[config.mk]
export PLATFORM = sky130hd
export DESIGN_NAME = comet_ii_pr_sp_unit
export DESIGN_NICKNAME = d
export VERILOG_FILES = /design/src/rtl/comet_ii_pr_sp_unit.sv
export SDC_FILE = /design/constraint.sdc
export NUM_CORES = 1
export LEC_CHECK = 0
export CAP_MARGIN = 5
export CORE_MARGIN = 2
export CORE_UTILIZATION = 30
export DETAILED_ROUTE_END_ITERATION = 10
export PLACE_DENSITY = 0.58
export SLEW_MARGIN = 20
export SYNTH_ARGS = -nofsm -noshare
export SYNTH_HDL_FRONTEND = slang
export SYNTH_SLANG_ARGS = --single-unit
[constraint.sdc]
create_clock -name mclk -period 9.22 [get_ports mclk]
set_input_delay 2.766 -clock mclk [delete_from_list [all_inputs] [get_ports mclk]]
set_output_delay 2.766 -clock mclk [all_outputs]
set_load 0.02 [all_outputs]
[src/rtl/comet_ii_pr_sp_unit.sv]
// COMET II program-register / stack-pointer unit: owns PR and SP and sequences
// the single-word stack accesses needed by call, ret, push and pop.
module comet_ii_pr_sp_unit #(
  parameter logic [15:0] RESET_PR = 16'h0000,
  parameter logic [15:0] RESET_SP = 16'h0000
) (
  input  logic        mclk,
  input  logic        rst,
  input  logic        init,
  input  logic        inc_PR,
  input  logic        jump,
  input  logic        call,
  input  logic        ret,
  input  logic        push,
  input  logic        pop,
  input  logic        dec_SP,
  input  logic [15:0] adr,
  input  logic [15:0] rdata,
  input  logic        stk_gnt,
  output logic [15:0] PR,
  output logic [15:0] SP,
  output logic        stk_req,
  output logic        stk_we,
  output logic [15:0] stk_adr,
  output logic [15:0] stk_wdata,
  output logic [15:0] pop_data,
  output logic        pop_valid,
  output logic        busy
);

  localparam logic [1:0] IDLE = 2'd0;
  localparam logic [1:0] WR   = 2'd1;
  localparam logic [1:0] RD   = 2'd2;
  localparam logic [1:0] RDW  = 2'd3;

  logic [1:0]  state;
  logic [15:0] pr_q;
  logic [15:0] sp_q;
  logic [15:0] pop_data_q;
  logic [15:0] wdata_q;
  logic [15:0] target_q;
  logic        op_call;
  logic        op_ret;

  // Control and architectural state; every command is decided here in IDLE.
  always_ff @(posedge mclk or negedge rst) begin
    if (!rst) begin
      state      <= IDLE;
      pr_q       <= RESET_PR;
      sp_q       <= RESET_SP;
      pop_data_q <= 16'h0000;
      op_call    <= 1'b0;
      op_ret     <= 1'b0;
    end else if (init) begin
      state      <= IDLE;
      pr_q       <= RESET_PR;
      sp_q       <= RESET_SP;
      pop_data_q <= 16'h0000;
      op_call    <= 1'b0;
      op_ret     <= 1'b0;
    end else begin
      case (state)
        IDLE: begin
          if (call) begin
            sp_q    <= sp_q - 16'd1;
            op_call <= 1'b1;
            state   <= WR;
          end else if (ret) begin
            op_ret <= 1'b1;
            state  <= RD;
          end else if (push) begin
            sp_q    <= sp_q - 16'd1;
            op_call <= 1'b0;
            state   <= WR;
          end else if (pop) begin
            op_ret <= 1'b0;
            state  <= RD;
          end else if (jump) begin
            pr_q <= adr;
          end else if (inc_PR) begin
            pr_q <= pr_q + 16'd1;
          end else if (dec_SP) begin
            sp_q <= sp_q - 16'd1;
          end
        end
        WR: begin
          if (stk_gnt) begin
            if (op_call) pr_q <= target_q;
            state <= IDLE;
          end
        end
        RD: begin
          if (stk_gnt) state <= RDW;
        end
        default: begin
          sp_q <= sp_q + 16'd1;
          if (op_ret) pr_q <= rdata;
          else        pop_data_q <= rdata;
          state <= IDLE;
        end
      endcase
    end
  end

  // Operand capture: only observable through stk_wdata/PR once WR is entered.
  always_ff @(posedge mclk) begin
    if (state == IDLE) begin
      if (call) begin
        wdata_q  <= pr_q;
        target_q <= adr;
      end else if (!ret && push) begin
        wdata_q <= adr;
      end
    end
  end

  assign busy      = (state != IDLE);
  assign stk_req   = (state == WR) || (state == RD);
  assign stk_we    = (state == WR);
  assign stk_adr   = stk_req ? sp_q : 16'h0000;
  assign stk_wdata = (state == WR) ? wdata_q : 16'h0000;
  assign pop_valid = (state == RDW) && !op_ret;
  assign pop_data  = pop_data_q;
  assign PR        = pr_q;
  assign SP        = sp_q;

endmodule

==> results of run 1 <==
-- report_power, final --
part,internal (mW),switching [mW],leakage [nW]
sequential,0.500,0.121,1.02
clock,0.213,0.163,0.140
combinational,0.546,0.784,1.48
-- final cells by class --
cell class / count / area, um2 / area share
Antenna cell: 1 / 2.50 / 0.000355
Clock buffer: 10 / 229 / 0.0324
Clock inverter: 6 / 71.3 / 0.0101
Inverter: 12 / 45.0 / 0.00638
Multi-Input combinational cell: 450 / 2860 / 0.405
Sequential cell: 84 / 2260 / 0.321
Tap cell: 225 / 282 / 0.0399
Timing Repair Buffer: 133 / 1300 / 0.185
-- path summary, 6_finish.rpt --
path / startpoint / to / slack, ns / depth (start not counted)
setup / recovery: call / PR[10] / 3.74 / 6
hold / removal: pop_data[5] / pop_data[5] / 0.52 / 2
setup reg to reg: state[0] / SP[12] / 6.16 / 11
hold reg to reg: pop_data[5] / pop_data[5] / 0.52 / 2
max in group asynchronous: rst / PR[12] / 6.13 / 2
min in group asynchronous: rst / SP[13] / 2.56 / 2
-- flip-flops by register name, indices dropped and copies added, names as in the netlist --
register	flops
op_ret	1
state	2
op_call	1
target_q	16
PR	16
pop_data	16
wdata_q	16
SP	16
-- cell usage after synthesis (all sizes together) (3+ instances only) --
cell type	number
a2111oi	3
a21oi	56
a22o	9
a22oi	6
a31oi	9
and2	37
and4	7
and4b	3
buf	16
clkbuf	31
dfrtp	52
edfxtp	32
ha	9
inv	10
mux2	18
mux2i	7
nand2	83
nand2b	5
nand3	7
nand4	5
nand4b	3
nor2	31
nor2b	5
nor3	5
nor3b	7
nor4	11
nor4b	4
o211ai	5
o21ai	42
o221ai	3
o31ai	5
or2	3
or3	9
xnor2	12
xor2	9
-- layer usage --
layer,vias to the layer above,wire length (um),global-route usage,share of wire
li1,2348,-,-,-
met1,2503,7740,0.241,0.45
met2,156,8200,0.304,0.48
met3,21,908,0.0353,0.053
met4,0,299,0.0590,0.017
met5,-,0,0,0
-- worst max-delay path: cells and delay by family --
kind                   cells  cell delay, ns
AO/OA/AOI/OAI              2            0.75
buffers and inverters      2            1.30
AND/OR/NAND/NOR            2            0.91
-- kinds of logic after synthesis --
logic type	count (synthesis)
buffers and inverters	59
AND/OR/NAND/NOR	231
multiplexers	25
adder cells (fa/ha/maj)	9
XOR/XNOR	21
flip-flops	84
AO/OA/AOI/OAI	164
==> flow_metrics.env, run 1 <==
export IMPL_dp_hpwl_um=11500
export IMPL_slew_headroom=0.252
export IMPL_setup_viol=0
export IMPL_timing_final_ws_setup_ns=3.74
export IMPL_cts_tree="done"
export IMPL_yosysSeqAreaShare=0.422
export IMPL_yosysWarnings=0
export IMPL_power_total_mw=2.33
export IMPL_routedWlPerCell_um=18.6
export IMPL_critPathSlowestCell="clkdlybuf4s50_1"
export IMPL_crit_chain="clkdlybuf4s50_1 -> o31ai_1 -> nand4b_1 -> inv_1 -> nand2_1 -> o221ai_1"
export IMPL_first_iter_violations=650
export IMPL_netlist_area_mm2=0.00536
export IMPL_worstSkewPairLatency_ns=0.36
export IMPL_holdWs_ns=0.525
export IMPL_cts_made_buffers=9
export IMPL_drive_gt1_frac=0.0763
export IMPL_grt_total_usage=0.184
export IMPL_grt_pass1_wl_um=26600
export IMPL_synth_area_leaders="dfrtp_1 (24%), edfxtp_1 (18%), nand2_1 (5.7%)"
export IMPL_crit_type="in2reg"
export IMPL_min_period_ns=5.48
export IMPL_rows=48
export IMPL_synth_top_area_cell="dfrtp_1"
export IMPL_cp_slowest_stage_delay_ns=0.98
export IMPL_p_leak_nw=2.64
export IMPL_final_cell_mix="clkdlybuf4s50_1 (124), nand2_1 (82), a21oi_1 (54)"
export IMPL_maxCapViolCount=0
export IMPL_arrival_ns=5.73
export IMPL_syn_to_final_growth_pct=31.6
export IMPL_grt_max_degree=60
export IMPL_async_flop_share=0.619
export IMPL_place_ws_ns=3.41
export IMPL_drcViolationCount=0
export IMPL_crit_path_max_fanout=22
export IMPL_hold_class="reg2reg"
export IMPL_grt_pass1_vias=4930
export IMPL_mostFrequentLayoutCell="clkdlybuf4s50_1"
export IMPL_antenna_found_initial=1
export IMPL_vias_per_cell=5.46
export IMPL_core_area_mm2=0.0174
export IMPL_timing_final_crit_share=0.594
export IMPL_hold_buffers=0
export IMPL_die_h_um=138
export IMPL_path_clk_slew_ns=0.07
export IMPL_synth_fa_ha_area_frac=0.0210
export IMPL_place_inst=904
export IMPL_synth_cells=593
export IMPL_portBuffers=126
export IMPL_synth_ff_latch_count=84
export IMPL_muxShareOfSynthArea=0.0509
export IMPL_cp_data_required_time_ns=9.47
export IMPL_synth_cell_types=73
export IMPL_grt_overflow=0
export IMPL_cts_setup_buffers=0
export IMPL_root_buffer="clkbuf_16"
export IMPL_num_vias=5028
export IMPL_routabilityCongestion=0.844
export IMPL_place_area_mm2=0.00675
export IMPL_start_kind="input port"
export IMPL_fill_cells=1703
export IMPL_die_area_mm2=0.0190
export IMPL_synth_edff_count=32
export IMPL_io_pins=127
export IMPL_antenna_left=0
export IMPL_synth_compound_area_frac=0.196
export IMPL_design_area_mm2=0.00706
export IMPL_die_w_um=138
export IMPL_end_kind="register"
export IMPL_totalWireLength_um=17100
export IMPL_cts_resized=0
export IMPL_status="finished, final reports clean"
export IMPL_drv_slew=0
export IMPL_final_util=0.405
export IMPL_synth_xor_area_share=0.0343
export IMPL_synth_top_family_by_area="simple AND/OR/NAND/NOR gates"
export IMPL_tns_ns=0
export IMPL_p_per_area_mw_per_mm2=330
export IMPL_rsz0062_at_grt="false"
export IMPL_timing_fmax_mhz=183
export IMPL_synth_top_area_share=0.243
export IMPL_ys_flop_type="dfrtp_1"
export IMPL_nets=742
export IMPL_tightest_slew_ns=1.12
export IMPL_vdd_drop_max_mv=0.134
export IMPL_cts_buffer_depth=2
export IMPL_clock_skew_ns=0.00920
export IMPL_start_util=0.308
export IMPL_synthSimpleGateAreaFrac=0.229
export IMPL_numClockSinks=84
export IMPL_synth_nets=645
export IMPL_cts_max_level=3
export IMPL_dr_pass1_iters=4
export IMPL_avgSynthCellArea_um2=9.05
export IMPL_finalHoldViolations=0
export IMPL_stdcell_count=921
(Power assumes the default switching activity.)
==> inputs of run 2 (changes only) <==
==> constraint.sdc (replaced) <==
create_clock -name mclk -period 5.55 [get_ports mclk]
set_input_delay 1.665 -clock mclk [delete_from_list [all_inputs] [get_ports mclk]]
set_output_delay 1.665 -clock mclk [all_outputs]
set_load 0.02 [all_outputs]
==> run 2 against run 1 <==
Against the previous run: clock power grew 68%; global-route usage is essentially flat; core utilization grew 0.23 points; highest routed layer unchanged.
==> flow_metrics.env, run 2 (same netlist as run 1, synthesis figures left out) <==
export IMPL_min_period_ns=4.15
export IMPL_start_util=0.308
export IMPL_place_area_mm2=0.00679
export IMPL_met1_usage=0.243
export IMPL_cts_resized=0
export IMPL_grt_max_degree=54
export IMPL_critPathSlowestCell="clkdlybuf4s50_1"
export IMPL_setup_viol=0
export IMPL_arrival_ns=4.37
export IMPL_root_buffer="clkbuf_16"
export IMPL_syn_to_final_growth_pct=32.3
export IMPL_rows=48
export IMPL_gr_usage_met2=0.302
export IMPL_hold_buffers=0
export IMPL_hold_class="reg2reg"
export IMPL_cp_data_required_time_ns=5.77
export IMPL_core_area_mm2=0.0174
export IMPL_p_leak_nw=2.67
export IMPL_die_w_um=138
export IMPL_drv_slew=0
export IMPL_routedWlPerCell_um=18.6
export IMPL_busiest_layer="met2"
export IMPL_cts_tree="done"
export IMPL_finalHoldViolations=0
export IMPL_first_iter_violations=400
export IMPL_p_per_area_mw_per_mm2=547
export IMPL_vias_per_cell=5.43
export IMPL_nets=747
export IMPL_crit_chain="clkdlybuf4s50_1 -> buf_4 -> inv_1 -> o21ai_1 -> nand2_2 -> nor4b_1 -> a2bb2oi_1 -> mux2_1"
export IMPL_path_clk_slew_ns=0.07
export IMPL_clock_skew_ns=0.0102
export IMPL_diodes=0
export IMPL_drcViolationCount=0
export IMPL_portBuffers=126
export IMPL_grt_pass1_vias=4877
export IMPL_antenna_found_initial=0
export IMPL_die_h_um=138
export IMPL_tns_ns=0
export IMPL_dp_hpwl_um=11900
export IMPL_grt_use_met3=0.0390
export IMPL_rsz0062_at_grt="false"
export IMPL_grt_overflow=0
export IMPL_cts_max_level=3
export IMPL_cp_slowest_stage_delay_ns=0.88
export IMPL_tightest_slew_ns=1.07
export IMPL_worstSkewPairLatency_ns=0.35
export IMPL_end_kind="register"
export IMPL_routabilityCongestion=0.825
export IMPL_cts_buffer_depth=2
export IMPL_drive_gt1_frac=0.0857
export IMPL_vdd_drop_max_mv=0.270
export IMPL_slew_headroom=0.289
export IMPL_totalWireLength_um=17200
export IMPL_start_kind="input port"
export IMPL_final_cell_mix="clkdlybuf4s50_1 (124), nand2_1 (82), a21oi_1 (54)"
export IMPL_timing_final_crit_share=0.747
export IMPL_timing_fmax_mhz=241
export IMPL_grt_total_usage=0.183
export IMPL_maxCapViolCount=0
export IMPL_crit_path_max_fanout=28
export IMPL_grt_pass1_wl_um=26800
export IMPL_design_area_mm2=0.00710
export IMPL_mostFrequentLayoutCell="clkdlybuf4s50_1"
export IMPL_antenna_left=0
export IMPL_numClockSinks=84
export IMPL_crit_type="in2reg"
export IMPL_cts_setup_buffers=0
export IMPL_num_vias=5024
export IMPL_cts_made_buffers=9
export IMPL_dr_pass1_iters=5
export IMPL_die_area_mm2=0.0190
export IMPL_status="finished, final reports clean"
export IMPL_io_pins=127
## run 2: through the flow
step                      hold slack, ns  total power, mW  worst slack, ns  utilization  instances
after floorplan                    0.487             2.53             2.01            -        593
after global placement             0.514             3.19             1.19        0.390        909
after detailed placement           0.518             3.25             1.11        0.390        909
after CTS                          0.527             3.89             1.43        0.407        925
after global routing               0.540             4.18             1.20        0.407        925
final                              0.525             3.88             1.40        0.407        925
## run 2: final timing paths
kind	slack (ns)	start	depth (start not counted)	end
max	1.40	call	8	SP[11]
min	0.52	pop_data[4]	2	pop_data[4]
max reg2reg	2.16	state[0]	11	SP[12]
min reg2reg	0.52	pop_data[4]	2	pop_data[4]
max in group asynchronous	3.32	rst	2	pop_data[10]
min in group asynchronous	1.37	rst	1	SP[8]
## run 2: worst max-delay path: cells and delay by family
| kind | cells | cell delay, ns |
|---|---|---|
| AOI/OAI and AO/OA | 2 | 0.30 |
| muxes | 1 | 0.33 |
| and+or+nand+nor | 2 | 0.76 |
| buffers and inverters | 3 | 1.30 |
## run 2: layout make-up
type                    count  area (um2)
fillers                  1732       10300
multi-input cells         450        2860
flip-flops and latches     84        2260
repair buffers            138        1340
well taps                 225         282
clock buffers              10         239
clock inverters             6        71.3
inverters                  12        45.0
## run 2: power by group
part | internal, mW | total (mW) | switching [mW]
clock network | 0.365 | 0.630 | 0.265
registers | 0.830 | 1.03 | 0.204
logic | 0.921 | 2.22 | 1.30
## run 2: per-layer routing
metal,share of wire,vias up
met5,0,-
li1,-,2371
met3,0.052,12
met2,0.48,157
met1,0.45,2484
met4,0.017,0
